$ cat src/rtl/fetch_unit.sv
// Instruction fetch stage: owns the PC, issues in-order imem requests,
// drops stale responses after a redirect and buffers two instructions.
module fetch_unit #(
  parameter int unsigned AddressWidth = 10,
  parameter int unsigned DataWidth = 32,
  parameter logic [AddressWidth-1:0] ResetPc = '0
) (
  input  logic                    clk_i,
  input  logic                    rst_ni,
  input  logic                    pc_src_sel_i,
  input  logic [AddressWidth-1:0] pc_target_i,
  output logic                    imem_req_o,
  output logic [AddressWidth-1:0] imem_addr_o,
  input  logic                    imem_gnt_i,
  input  logic                    imem_rvalid_i,
  input  logic [DataWidth-1:0]    imem_rdata_i,
  output logic                    instr_valid_o,
  output logic [DataWidth-1:0]    instr_o,
  output logic [AddressWidth-1:0] instr_pc_o,
  input  logic                    instr_ready_i
);

  typedef enum logic [1:0] {
    BOOT,
    RUN,
    DRAIN
  } state_e;

  state_e state_q, state_d;

  logic [AddressWidth-1:0] fetch_pc_q, fetch_pc_d;

  logic [1:0] infl_q, infl_d;
  logic [1:0][AddressWidth-1:0] ipc_q, ipc_d;

  logic [1:0] disc_q, disc_d;

  logic [1:0] oq_cnt_q, oq_cnt_d;
  logic [1:0][DataWidth-1:0] oq_instr_q, oq_instr_d;
  logic [1:0][AddressWidth-1:0] oq_pc_q, oq_pc_d;

  logic [2:0] credits;
  logic req;
  logic fire;
  logic rv;
  logic pop;
  logic wr;
  logic redirect;
  logic [1:0] infl_pop;
  logic [1:0] oq_pop;
  logic [AddressWidth-1:0] tgt_aligned;
  logic unused_tgt_bits;

  assign unused_tgt_bits = ^pc_target_i[1:0];

  assign credits = {1'b0, infl_q} + {1'b0, oq_cnt_q};
  assign req = (state_q == RUN) && (credits < 3'd2);
  assign fire = req && imem_gnt_i;
  // A response with nothing outstanding is a protocol error and is ignored.
  assign rv = imem_rvalid_i && (infl_q != 2'd0);
  assign pop = (oq_cnt_q != 2'd0) && instr_ready_i;
  assign redirect = pc_src_sel_i;
  assign wr = rv && (disc_q == 2'd0) && !redirect;

  assign infl_pop = infl_q - {1'b0, rv};
  assign oq_pop = oq_cnt_q - {1'b0, pop};
  assign tgt_aligned = {pc_target_i[AddressWidth-1:2], 2'b00};

  assign imem_req_o = req;
  assign imem_addr_o = fetch_pc_q;
  assign instr_valid_o = (oq_cnt_q != 2'd0);
  assign instr_o = oq_instr_q[0];
  assign instr_pc_o = oq_pc_q[0];

  // Next-state: queues, counters, PC and FSM; a redirect overrides all.
  always_comb begin
    state_d = state_q;
    fetch_pc_d = fetch_pc_q;
    infl_d = infl_pop + {1'b0, fire};
    ipc_d = ipc_q;
    disc_d = disc_q;
    oq_cnt_d = oq_pop;
    oq_instr_d = oq_instr_q;
    oq_pc_d = oq_pc_q;

    if (rv) begin
      ipc_d[0] = ipc_q[1];
    end
    if (fire) begin
      if (infl_pop == 2'd0) begin
        ipc_d[0] = fetch_pc_q;
      end else begin
        ipc_d[1] = fetch_pc_q;
      end
      fetch_pc_d = fetch_pc_q + AddressWidth'(4);
    end

    if (pop) begin
      oq_instr_d[0] = oq_instr_q[1];
      oq_pc_d[0] = oq_pc_q[1];
    end
    if (wr) begin
      if (oq_pop == 2'd0) begin
        oq_instr_d[0] = imem_rdata_i;
        oq_pc_d[0] = ipc_q[0];
      end else begin
        oq_instr_d[1] = imem_rdata_i;
        oq_pc_d[1] = ipc_q[0];
      end
      oq_cnt_d = oq_pop + 2'd1;
    end

    if (rv && (disc_q != 2'd0)) begin
      disc_d = disc_q - 2'd1;
    end

    unique case (state_q)
      BOOT: state_d = RUN;
      RUN: state_d = RUN;
      DRAIN: begin
        if (disc_d == 2'd0) begin
          state_d = RUN;
        end
      end
      default: state_d = BOOT;
    endcase

    if (redirect) begin
      fetch_pc_d = tgt_aligned;
      oq_cnt_d = 2'd0;
      disc_d = infl_d;
      state_d = (infl_d == 2'd0) ? RUN : DRAIN;
    end
  end

  // State registers, cleared asynchronously on reset.
  always_ff @(posedge clk_i or negedge rst_ni) begin
    if (!rst_ni) begin
      state_q <= BOOT;
      fetch_pc_q <= ResetPc;
      infl_q <= 2'd0;
      ipc_q <= '0;
      disc_q <= 2'd0;
      oq_cnt_q <= 2'd0;
      oq_instr_q <= '0;
      oq_pc_q <= '0;
    end else begin
      state_q <= state_d;
      fetch_pc_q <= fetch_pc_d;
      infl_q <= infl_d;
      ipc_q <= ipc_d;
      disc_q <= disc_d;
      oq_cnt_q <= oq_cnt_d;
      oq_instr_q <= oq_instr_d;
      oq_pc_q <= oq_pc_d;
    end
  end

endmodule

$ cat config.mk
export PLATFORM = sky130hd
export DESIGN_NAME = fetch_unit
export DESIGN_NICKNAME = d
export VERILOG_FILES = /design/src/rtl/fetch_unit.sv
export SDC_FILE = /design/constraint.sdc
export NUM_CORES = 1
export LEC_CHECK = 0
export BUFFER_PORTS_ARGS = -buffer_cell sky130_fd_sc_hd__buf_2
export CAP_MARGIN = 15
export CORE_MARGIN = 1.5
export CORE_UTILIZATION = 51
export DETAILED_ROUTE_END_ITERATION = 8
export PLACE_DENSITY = 0.77
export SETUP_SLACK_MARGIN = 0.4
export SKIP_LAST_GASP = 1
export SYNTH_ARGS = -nofsm -noshare
export SYNTH_HDL_FRONTEND = slang
export SYNTH_SLANG_ARGS = --single-unit
export TNS_END_PERCENT = 30
$ cat constraint.sdc
create_clock -name clk_i -period 2.9 [get_ports clk_i]
set_clock_uncertainty 0.05 [all_clocks]
set_input_delay 0.58 -clock clk_i [delete_from_list [all_inputs] [get_ports clk_i]]
set_output_delay 0.58 -clock clk_i [all_outputs]
set_load 0.01 [all_outputs]
==> impl_metrics.tcl, run 1 <==
set metrics [dict create \
    layout_min_cycle_time_ns 2.76 \
    finalSetupTns_ns 0 \
    overflow 0 \
    fin_crit_sh 0.953 \
    die_area_um2 11900 \
    crit_type "register to register" \
    placedCellCount 615 \
    ctsHoldBuffers 0 \
    synth_top_area_share 0.513 \
    finalWirelength_um 10900 \
    drc 0 \
    drt_iter0_drc 140 \
    synth.cell_area_um2 5750 \
    ys_top_cells_by_area "dfrtp_1 (51%), mux2_2 (27%), buf_4 (5.7%)" \
    antennaDiodeCount 0 \
    intPower_mw 5.45 \
    maxSlewHeadroom 0.611 \
    leakage_nw 3.36 \
    root_buffer "clkbuf_16" \
    grtUsageTotal 0.196 \
    htree_num_levels 4 \
    path_clk_slew_ns 0.05 \
    grt_max_degree 57 \
    postSynthAreaPerCell_um2 13.4 \
    slew_violations 0 \
    via_per_inst 5.29 \
    cp_cell_sequence "inv_2 -> nor2_4 -> fa_1 -> or4b_4 -> buf_12 -> nor2_4 -> ha_2 -> xor3_1 -> o21a_1 -> a41o_1" \
    p_per_area_nw_per_um2 1130 \
    postSynthCellCount 429 \
    ys_ff_latch 118 \
    p_sw_frac 0.298 \
    cp-start-kind "register" \
    die_w_um 109 \
    area_delta_synth_final_pct 19.9 \
    pwr-share-clk 0.265 \
    io_pins 102 \
    synth_ff_type "dfrtp_1" \
    die_h_um 109 \
    finalSetupViolations 0 \
    synth-edff-count 0 \
    clkLatencyLatePin_ns 0.40 \
    drt-pass1-iter-count 4 \
    hold_viol_final 0 \
    status "finished, final reports clean" \
    cts_tree "built" \
    start_util 0.526 \
    hold_path.class "primary input to asynchronous set/reset pin" \
    rsz0062_at_grt "true" \
    p_comb_frac 0.384 \
    crit_path_frequent_cell "nor2_4" \
    nets 564 \
    antenna_found_initial 0 \
    max_stage_delay_ns 0.54 \
    num_rows 38 \
    ir_drop_uv 703 \
    fin_cells 662 \
    worstPathMaxFanout 4 \
    synth_cell_types 43 \
    grt_pass1_vias 3708 \
    max_freq_ghz 0.362 \
    cp-end-kind "register" \
    cts.sinks 118 \
    finalWeightedCongestion 0.817 \
    grt_first_pass_wirelength_um 17700 \
    crit_start "oq_cnt_q[0]" \
    drive_gt1_frac 0.609 \
    clockBufferDepth 2 \
    reg2reg_slack_ns 0.14 \
    p_switching_mw 2.31 \
    worst_pin_slew_ns 0.584 \
    drv_cap 0 \
    cpMaxStageDelayCell "or4b_4" \
    num-fill-cells 863 \
    hpwl_um 7280 \
    arrival_ns 3.00 \
    async_flop_share 1.00 \
    rr_startpoint "oq_cnt_q[0]" \
    vias 3503 \
    coreArea_um2 10900 \
    port_buffers 97 \
    pwr-share-seq 0.352 \
    cp.required_ns 3.14 \
    worstReg2RegEnd "state_q[1]" \
    ff2ff_path_depth 10 \
    avgRoutedWirePerCell_um 16.4 \
    synth_area_leader_cell "dfrtp_1" \
    numCtsBuffers 17 \
    yosys_warnings 0 \
    synth-seq-area-share 0.513 \
    cp-endpoint "state_q[1]" \
    postRouteAntennaNets 0 \
]
[stage by stage]
| stage | util | hold slack, ns | worst slack, ns | area, µm² | power, mW |
|---|---|---|---|---|---|
| after floorplan | - | 0.234 | 0.184 | 5800 | 5.02 |
| after global placement | 0.561 | 0.435 | 0.158 | 6130 | 5.26 |
| after detailed placement | 0.561 | 0.442 | 0.105 | 6130 | 5.46 |
| after CTS | 0.624 | 0.0533 | 0.112 | 6820 | 7.72 |
| after global routing | 0.630 | 0.0791 | 0.0551 | 6890 | 8.25 |
| final | 0.630 | 0.0568 | 0.135 | 6890 | 7.76 |
[power by group through the flow]
stage                     logic [mW]  registers (mW)  clock network (mW)
after floorplan                 2.38            2.64                   0
after global placement          2.55            2.71                   0
after detailed placement        2.68            2.77                   0
after CTS                       2.89            2.74                2.10
after global routing            3.26            2.82                2.17
final                           2.98            2.73                2.06
[critical path: cells and delay by family (launching register included)]
family | cells | cell delay, ns
buffers and inverters | 2 | 0.25
AO/OA/AOI/OAI | 2 | 0.43
AND/OR/NAND/NOR | 3 | 0.66
XOR/XNOR | 1 | 0.26
adder cells (fa/ha/maj) | 2 | 0.62
flip-flops | 1 | 0.39
[sequential cells by signal, summed over array words and instances (netlist names)]
register,count
disc_q,2
imem_addr_o,8
infl_q,2
instr_o,32
instr_pc_o,10
ipc_q,18
oq_cnt_q,2
oq_instr_q,32
oq_pc_q,10
state_q,2
[how the worst min path moves through the flow]
stage / startpoint / to / slack (ns) / depth (start not counted)
2_1_floorplan: rst_ni / disc_q[0] / 0.23 / 0
3_3_place_gp: oq_instr_q[37] / oq_instr_q[37] / 0.43 / 1
3_5_place_dp: oq_pc_q[10] / oq_pc_q[10] / 0.44 / 1
4_1_cts: rst_ni / oq_pc_q[14] / 0.05 / 1
5_1_grt: rst_ni / instr_o[0] / 0.08 / 1
6_report: rst_ni / instr_pc_o[6] / 0.06 / 1
[what timing repair did]
| action | 4_1_cts | 5_1_grt |
|---|---|---|
| cloned | 0 | 0 |
| buffers inserted | 9 | 6 |
| endpoints found under the setup margin | 25 | 46 |
| resized for setup | 7 | 6 |
| hold endpoints to repair | 0 | 0 |
| pin swaps | 3 | 13 |
[logic make-up (layout without fill, tap and decap cells)]
kind of cell               after synthesis  after routing  synth area share
AOI/OAI and AO/OA                       30             30            0.0363
buffers and inverters                   75            167            0.0812
muxes                                  150            150             0.299
adders and majority gates                7              7            0.0165
other                                    1              2          0.000652
DFF                                    118            118             0.513
and+or+nand+nor                         44             44            0.0446
xor gates and xnor gates                 4              4           0.00870
[final cells by class]
cell class / instances / area [µm²] / area share
Sequential cell: 118 / 2950 / 0.429
Multi-Input combinational cell: 237 / 2390 / 0.347
Timing Repair Buffer: 122 / 727 / 0.105
Clock buffer: 23 / 498 / 0.0722
Tap cell: 140 / 175 / 0.0254
Clock inverter: 9 / 97.6 / 0.0142
Inverter: 13 / 51.3 / 0.00744
[cell usage in the layout (no fill, tap or decap), drive strengths merged, types with 2 or more instances in the layout]
master / Yosys / final
clkbuf: 7 / 23
nand3: 6 / 6
mux2: 148 / 148
or4: 5 / 5
clkinv: 2 / 8
dfrtp: 118 / 118
buf: 55 / 122
nor2b: 2 / 2
o211ai: 2 / 2
a31oi: 8 / 8
nor2: 14 / 14
and2: 2 / 2
xnor2: 3 / 3
nand4: 4 / 4
and3: 3 / 3
mux2i: 2 / 2
o31ai: 5 / 5
inv: 11 / 11
conb: 1 / 2
bufinv: 0 / 2
nand2: 3 / 3
ha: 6 / 6
o21ai: 7 / 7
[cells in the mapped netlist (2+ instances only)]
cell,n
a31oi_1,8
and2_1,2
and3_1,3
buf_2,10
buf_4,44
clkbuf_1,7
clkinv_1,2
dfrtp_1,118
ha_1,6
inv_1,11
mux2_2,140
mux2_4,8
mux2i_1,2
nand2_1,3
nand3_1,6
nand4_1,3
nor2_1,14
nor2b_1,2
o211ai_1,2
o21ai_0,5
o31ai_1,5
or4_1,5
xnor2_1,3
[routing by layer]
metal / track usage / share of wire
met5: 0 / 0
met3: 0.0604 / 0.043
met4: 0.0659 / 0.0098
met2: 0.337 / 0.52
met1: 0.234 / 0.43
Power figures use the tool's default switching activity.
==> run 2: changes to the inputs <==
--- a/config.mk
+++ b/config.mk
@@ -7,10 +7,11 @@
 export LEC_CHECK = 0
 export BUFFER_PORTS_ARGS = -buffer_cell sky130_fd_sc_hd__buf_2
 export CAP_MARGIN = 15
+export CORE_ASPECT_RATIO = 0.6
 export CORE_MARGIN = 1.5
-export CORE_UTILIZATION = 51
+export CORE_UTILIZATION = 60
 export DETAILED_ROUTE_END_ITERATION = 8
-export PLACE_DENSITY = 0.77
+export PLACE_DENSITY = 0.85
 export SETUP_SLACK_MARGIN = 0.4
 export SKIP_LAST_GASP = 1
 export SYNTH_ARGS = -nofsm -noshare
==> constraint.sdc (replaced) <==
create_clock -name clk_i -period 3.2 [get_ports clk_i]
set_clock_uncertainty 0.05 [all_clocks]
set_input_delay 0.64 -clock clk_i [delete_from_list [all_inputs] [get_ports clk_i]]
set_output_delay 0.64 -clock clk_i [all_outputs]
set_load 0.01 [all_outputs]
==> run 2 against run 1 <==
- sequential share of layout area grew 0.70 points
- final cell count shrank 3.2%
- first-iteration DRC count grew 37%
- utilization grew 10 points
- clock-buffer cell count shrank 3
- global-route usage grew 4.2 points
- sequential power shrank 9.2%
- register-to-register slack gained 0.31 ns
- combinational power shrank 14%
- largest power group unchanged
==> impl_metrics.tcl, run 2 (synthesis results as in run 1) <==
set metrics [dict create \
    numCtsBuffers 17 \
    hpwl_um 7240 \
    grt_first_pass_wirelength_um 18300 \
    clockBufferDepth 2 \
    finalSetupTns_ns 0 \
    vias 3550 \
    port_buffers 97 \
    path_clk_slew_ns 0.05 \
    grtUsageTotal 0.238 \
    num_rows 27 \
    overflow 0 \
    antenna_found_initial 0 \
    drive_gt1_frac 0.595 \
    drc 0 \
    grt_pass1_vias 3718 \
    ir_drop_uv 643 \
    avgRoutedWirePerCell_um 17.6 \
    cp-end-kind "output port" \
    final_cell_mix "mux2_2 (140), dfrtp_1 (116), buf_2 (95)" \
    cts_tree "built" \
    drt_iter0_drc 192 \
    p_per_area_nw_per_um2 1030 \
    finalWeightedCongestion 0.803 \
    nets 553 \
    layout_min_cycle_time_ns 2.85 \
    ctsHoldBuffers 0 \
    area_delta_synth_final_pct 18.0 \
    postRouteAntennaNets 0 \
    die_w_um 129 \
    maxSlewHeadroom 0.587 \
    worst_pin_slew_ns 0.619 \
    final_area_um2 6790 \
    via_per_inst 5.54 \
    crit_type "register to output port" \
    slew_violations 0 \
    place_area_um2 6090 \
    rsz0062_at_grt "true" \
    fin_crit_sh 0.889 \
    finalSetupViolations 0 \
    placedCellCount 602 \
    antennaDiodeCount 0 \
    max_freq_ghz 0.351 \
    hold_viol_final 0 \
    io_pins 102 \
    worstPathMaxFanout 2 \
    hold_path.class "primary input to asynchronous set/reset pin" \
    clkLatencyLatePin_ns 0.40 \
    coreArea_um2 9260 \
    die_h_um 78.8 \
    cp-start-kind "register" \
    cts.sinks 118 \
    layout_commonest_cell "mux2_2" \
    die_area_um2 10200 \
    drt-pass1-iter-count 5 \
    start_util 0.621 \
    cp.required_ns 2.51 \
    htree_num_levels 4 \
    drv_cap 0 \
    status "finished, final reports clean" \
    leakage_nw 3.29 \
    grt_max_degree 73 \
    finalWirelength_um 11300 \
    root_buffer "clkbuf_16" \
    fin_cells 641 \
    arrival_ns 2.16 \
]
run 2: cell types whose count changed in the layout (fill, tap and decap cells not counted), sizes merged:
cell and delta:
clkinvlp +3, buf -11, clkbuf -3, bufinv +1, clkinv -1
run 2: final cells by class:
cell class	instances	area, µm²
clock buffers	20	457
clock inverters	12	153
fillers	616	2470
inverters	13	53.8
multi-input cells	237	2360
flip-flops and latches	118	2960
well taps	130	163
repair buffers	111	644
run 2: stage by stage:
| step | hold slack [ns] | setup slack, ns | power [mW] | utilization |
|---|---|---|---|---|
| after floorplan | 0.294 | 0.418 | 4.50 | - |
| after global routing | 0.239 | 0.305 | 7.38 | 0.733 |
| after global placement | 0.435 | 0.457 | 4.75 | 0.658 |
| final | 0.196 | 0.354 | 6.96 | 0.733 |
| after detailed placement | 0.443 | 0.429 | 4.93 | 0.658 |
| after CTS | 0.223 | 0.347 | 7.00 | 0.732 |
run 2: worst paths after layout:
path                                  start              to  slack, ns  cells past startpoint
max reg2reg                       infl_q[0]       ipc_q[12]       0.45                      8
max                               infl_q[0]      imem_req_o       0.35                      7
min                                  rst_ni  imem_addr_o[4]       0.20                      1
max in group asynchronous            rst_ni      instr_o[2]       2.08                      2
min reg2reg                  oq_instr_q[45]  oq_instr_q[45]       0.45                      1
min in group clk_i         imem_rdata_i[15]     instr_o[15]       0.43                      2
run 2: critical path: stages (launching register included):
cell,delay [ns]
dfrtp_1,0.39
inv_2,0.07
nor2_2,0.04
fa_1,0.47
or4b_4,0.51
buf_8,0.14
inv_6,0.04
buf_6,0.09
run 2: metal layers:
metal,vias up,GRT usage,wire length [µm]
met5,-,0,0
met4,0,0.0899,188
met3,23,0.0640,721
met2,122,0.391,5410
met1,1776,0.304,4960
li1,1629,-,-
run 2: what timing repair did:
action                     in CTS  in global routing
gates resized for setup        13                  0
pin swaps                       2                  0
hold endpoints to repair        0                  0
setup endpoints to repair       8                  3
buffers inserted                6                  1
run 2: where the power goes:
part,switching [mW],total [mW],internal (mW)
clock network,0.649,1.91,1.26
logic,1.11,2.57,1.46
registers,0.357,2.48,2.12
total,2.11,6.96,4.85
==> run 3: changes to the inputs <==
--- a/config.mk
+++ b/config.mk
@@ -9,9 +9,10 @@
 export CAP_MARGIN = 15
 export CORE_ASPECT_RATIO = 0.6
 export CORE_MARGIN = 1.5
-export CORE_UTILIZATION = 60
+export CORE_UTILIZATION = 52
+export CTS_BUF_LIST = sky130_fd_sc_hd__clkbuf_4
 export DETAILED_ROUTE_END_ITERATION = 8
-export PLACE_DENSITY = 0.85
+export PLACE_DENSITY = 0.78
 export SETUP_SLACK_MARGIN = 0.4
 export SKIP_LAST_GASP = 1
 export SYNTH_ARGS = -nofsm -noshare
==> constraint.sdc (replaced) <==
create_clock -name clk_i -period 2.55 [get_ports clk_i]
set_clock_uncertainty 0.05 [all_clocks]
set_input_delay 0.51 -clock clk_i [delete_from_list [all_inputs] [get_ports clk_i]]
set_output_delay 0.51 -clock clk_i [all_outputs]
set_load 0.01 [all_outputs]
==> run 3 against run 2 <==
- the flow now finishes with violations (negative setup slack)
- final area rose by 4.4%
- routed wire length rose by 17%
- clock power fell by 24%
- flip-flop and latch count did not move
- utilization fell by 6.9 points
- total power rose by 27%
- clock-buffer cell count fell by 1
- sequential share of layout area fell by 1.9 points
- critical path type is now register to register
- highest routed layer unchanged
==> impl_metrics.tcl, run 3 (synthesis results as in run 1) <==
set metrics [dict create \
    timing.final.ws_setup_ns -0.460 \
    leakage_nw 3.45 \
    via_per_inst 5.47 \
    final_area_um2 7090 \
    worstPathMaxFanout 6 \
    numCtsBuffers 17 \
    port_buffers 97 \
    num-fill-cells 780 \
    drive_gt1_frac 0.633 \
    avgRoutedWirePerCell_um 19.1 \
    grt_pass1_vias 4009 \
    start_util 0.539 \
    die_w_um 139 \
    finalWeightedCongestion 0.825 \
    path_clk_slew_ns 0.10 \
    clockBufferDepth 2 \
    pwr-share-seq 0.355 \
    die_area_um2 11700 \
    die_h_um 84.5 \
    grtUsageTotal 0.231 \
    drt_iter0_drc 153 \
    num_rows 29 \
    pre_cts_ws_ns -0.127 \
    final_cell_mix "mux2_2 (138), dfrtp_1 (118), buf_2 (95)" \
    cp-start-kind "register" \
    placedCellCount 626 \
    hpwl_um 7990 \
    ir_drop_uv 1030 \
    antenna_found_initial 0 \
    violations "negative setup slack" \
    crit_type "register to register" \
    rsz0062_at_grt "true" \
    maxSlewHeadroom 0.622 \
    slew_violations 0 \
    layout_commonest_cell "mux2_2" \
    cp.required_ns 2.93 \
    overflow 0 \
    nets 591 \
    coreArea_um2 10700 \
    cp-end-kind "register" \
    finalSetupViolations 49 \
    place_area_um2 6260 \
    hold_viol_final 0 \
    fin_cells 687 \
    grt_first_pass_wirelength_um 20700 \
    finalSetupTns_ns -7.55 \
    root_buffer "clkbuf_4" \
    pwr-share-clk 0.165 \
    vias 3760 \
    status "finished, violations left" \
    max_freq_ghz 0.332 \
    drv_cap 0 \
    cts.sinks 118 \
    layout_min_cycle_time_ns 3.01 \
    p_comb_frac 0.480 \
    clkLatencyLatePin_ns 0.50 \
    postRouteAntennaNets 0 \
    intPower_mw 5.92 \
    fin_crit_sh 1.18 \
    p_sw_frac 0.328 \
    area_delta_synth_final_pct 23.2 \
    drt-pass1-iter-count 4 \
    drc 0 \
    grt_max_degree 67 \
    finalWirelength_um 13100 \
    hold_path.class "primary input to register" \
    antennaDiodeCount 0 \
    htree_num_levels 4 \
    p_per_area_nw_per_um2 1240 \
    cts_tree "built" \
    arrival_ns 3.38 \
    io_pins 102 \
    p_switching_mw 2.89 \
    worst_pin_slew_ns 0.568 \
]
==> run 3: path summary, 6_finish.rpt <==
| kind | end | from | slack [ns] | cells past startpoint |
|---|---|---|---|---|
| max | imem_addr_o[5] | infl_q[0] | -0.46 | 11 |
| min | instr_o[7] | imem_rdata_i[7] | 0.20 | 2 |
| max reg2reg | imem_addr_o[5] | infl_q[0] | -0.46 | 11 |
| min reg2reg | oq_instr_q[58] | oq_instr_q[58] | 0.46 | 1 |
| max in group asynchronous | oq_instr_q[52] | rst_ni | 1.33 | 3 |
| min in group asynchronous | oq_instr_q[56] | rst_ni | 0.34 | 2 |
==> run 3: cell type report <==
cell class / count / area, µm² / share of cell area
clock inverters: 12 / 160 / 0.0226
flip-flops and latches: 118 / 2950 / 0.417
clock buffers: 19 / 143 / 0.0201
well taps: 139 / 174 / 0.0245
inverters: 13 / 61.3 / 0.00865
repair buffers: 148 / 1100 / 0.155
multi-input cells: 238 / 2500 / 0.352
==> run 3: worst max-delay path, cell delays in order, from the launching register on <==
cell	delay, ns
dfrtp_1	0.41
inv_2	0.09
nor2_4	0.05
fa_1	0.52
or4b_4	0.57
buf_8	0.16
buf_4	0.13
buf_6	0.11
buf_6	0.11
buf_8	0.12
or4_1	0.46
a31oi_1	0.16
==> run 3: stage by stage <==
step                power, mW  utilization  hold slack, ns
floorplan                5.71            -           0.164
global placement         6.17        0.586           0.291
detailed placement       6.43        0.586           0.295
CTS                      8.47        0.647           0.138
global route             9.31        0.664           0.145
finish                   8.82        0.664           0.196
==> run 3: layer usage <==
| layer | wire length (µm) | vias to the layer above | GRT usage |
|---|---|---|---|
| li1 | - | 1707 | - |
| met2 | 6210 | 131 | 0.378 |
| met1 | 5890 | 1897 | 0.307 |
| met3 | 802 | 25 | 0.0656 |
| met4 | 248 | 0 | 0.0644 |
| met5 | 0 | - | 0 |
==> run 3: power groups by stage <==
stage          combinational [mW]  sequential [mW]  clock (mW)
6_report                     4.23             3.13        1.45
3_3_place_gp                 3.10             3.07           0
3_5_place_dp                 3.29             3.14           0
5_1_grt                      4.52             3.22        1.57
4_1_cts                      3.87             3.11        1.49
2_1_floorplan                2.71             3.00           0
==> run 3: what timing repair did <==
action | CTS | global route
cloned | 4 | 1
pin swaps | 22 | 6
endpoints found under the hold margin | 7 | 0
hold buffers | 1 | 0
resized for setup | 32 | 14
buffers inserted | 14 | 10
endpoints found under the setup margin | 117 | 118
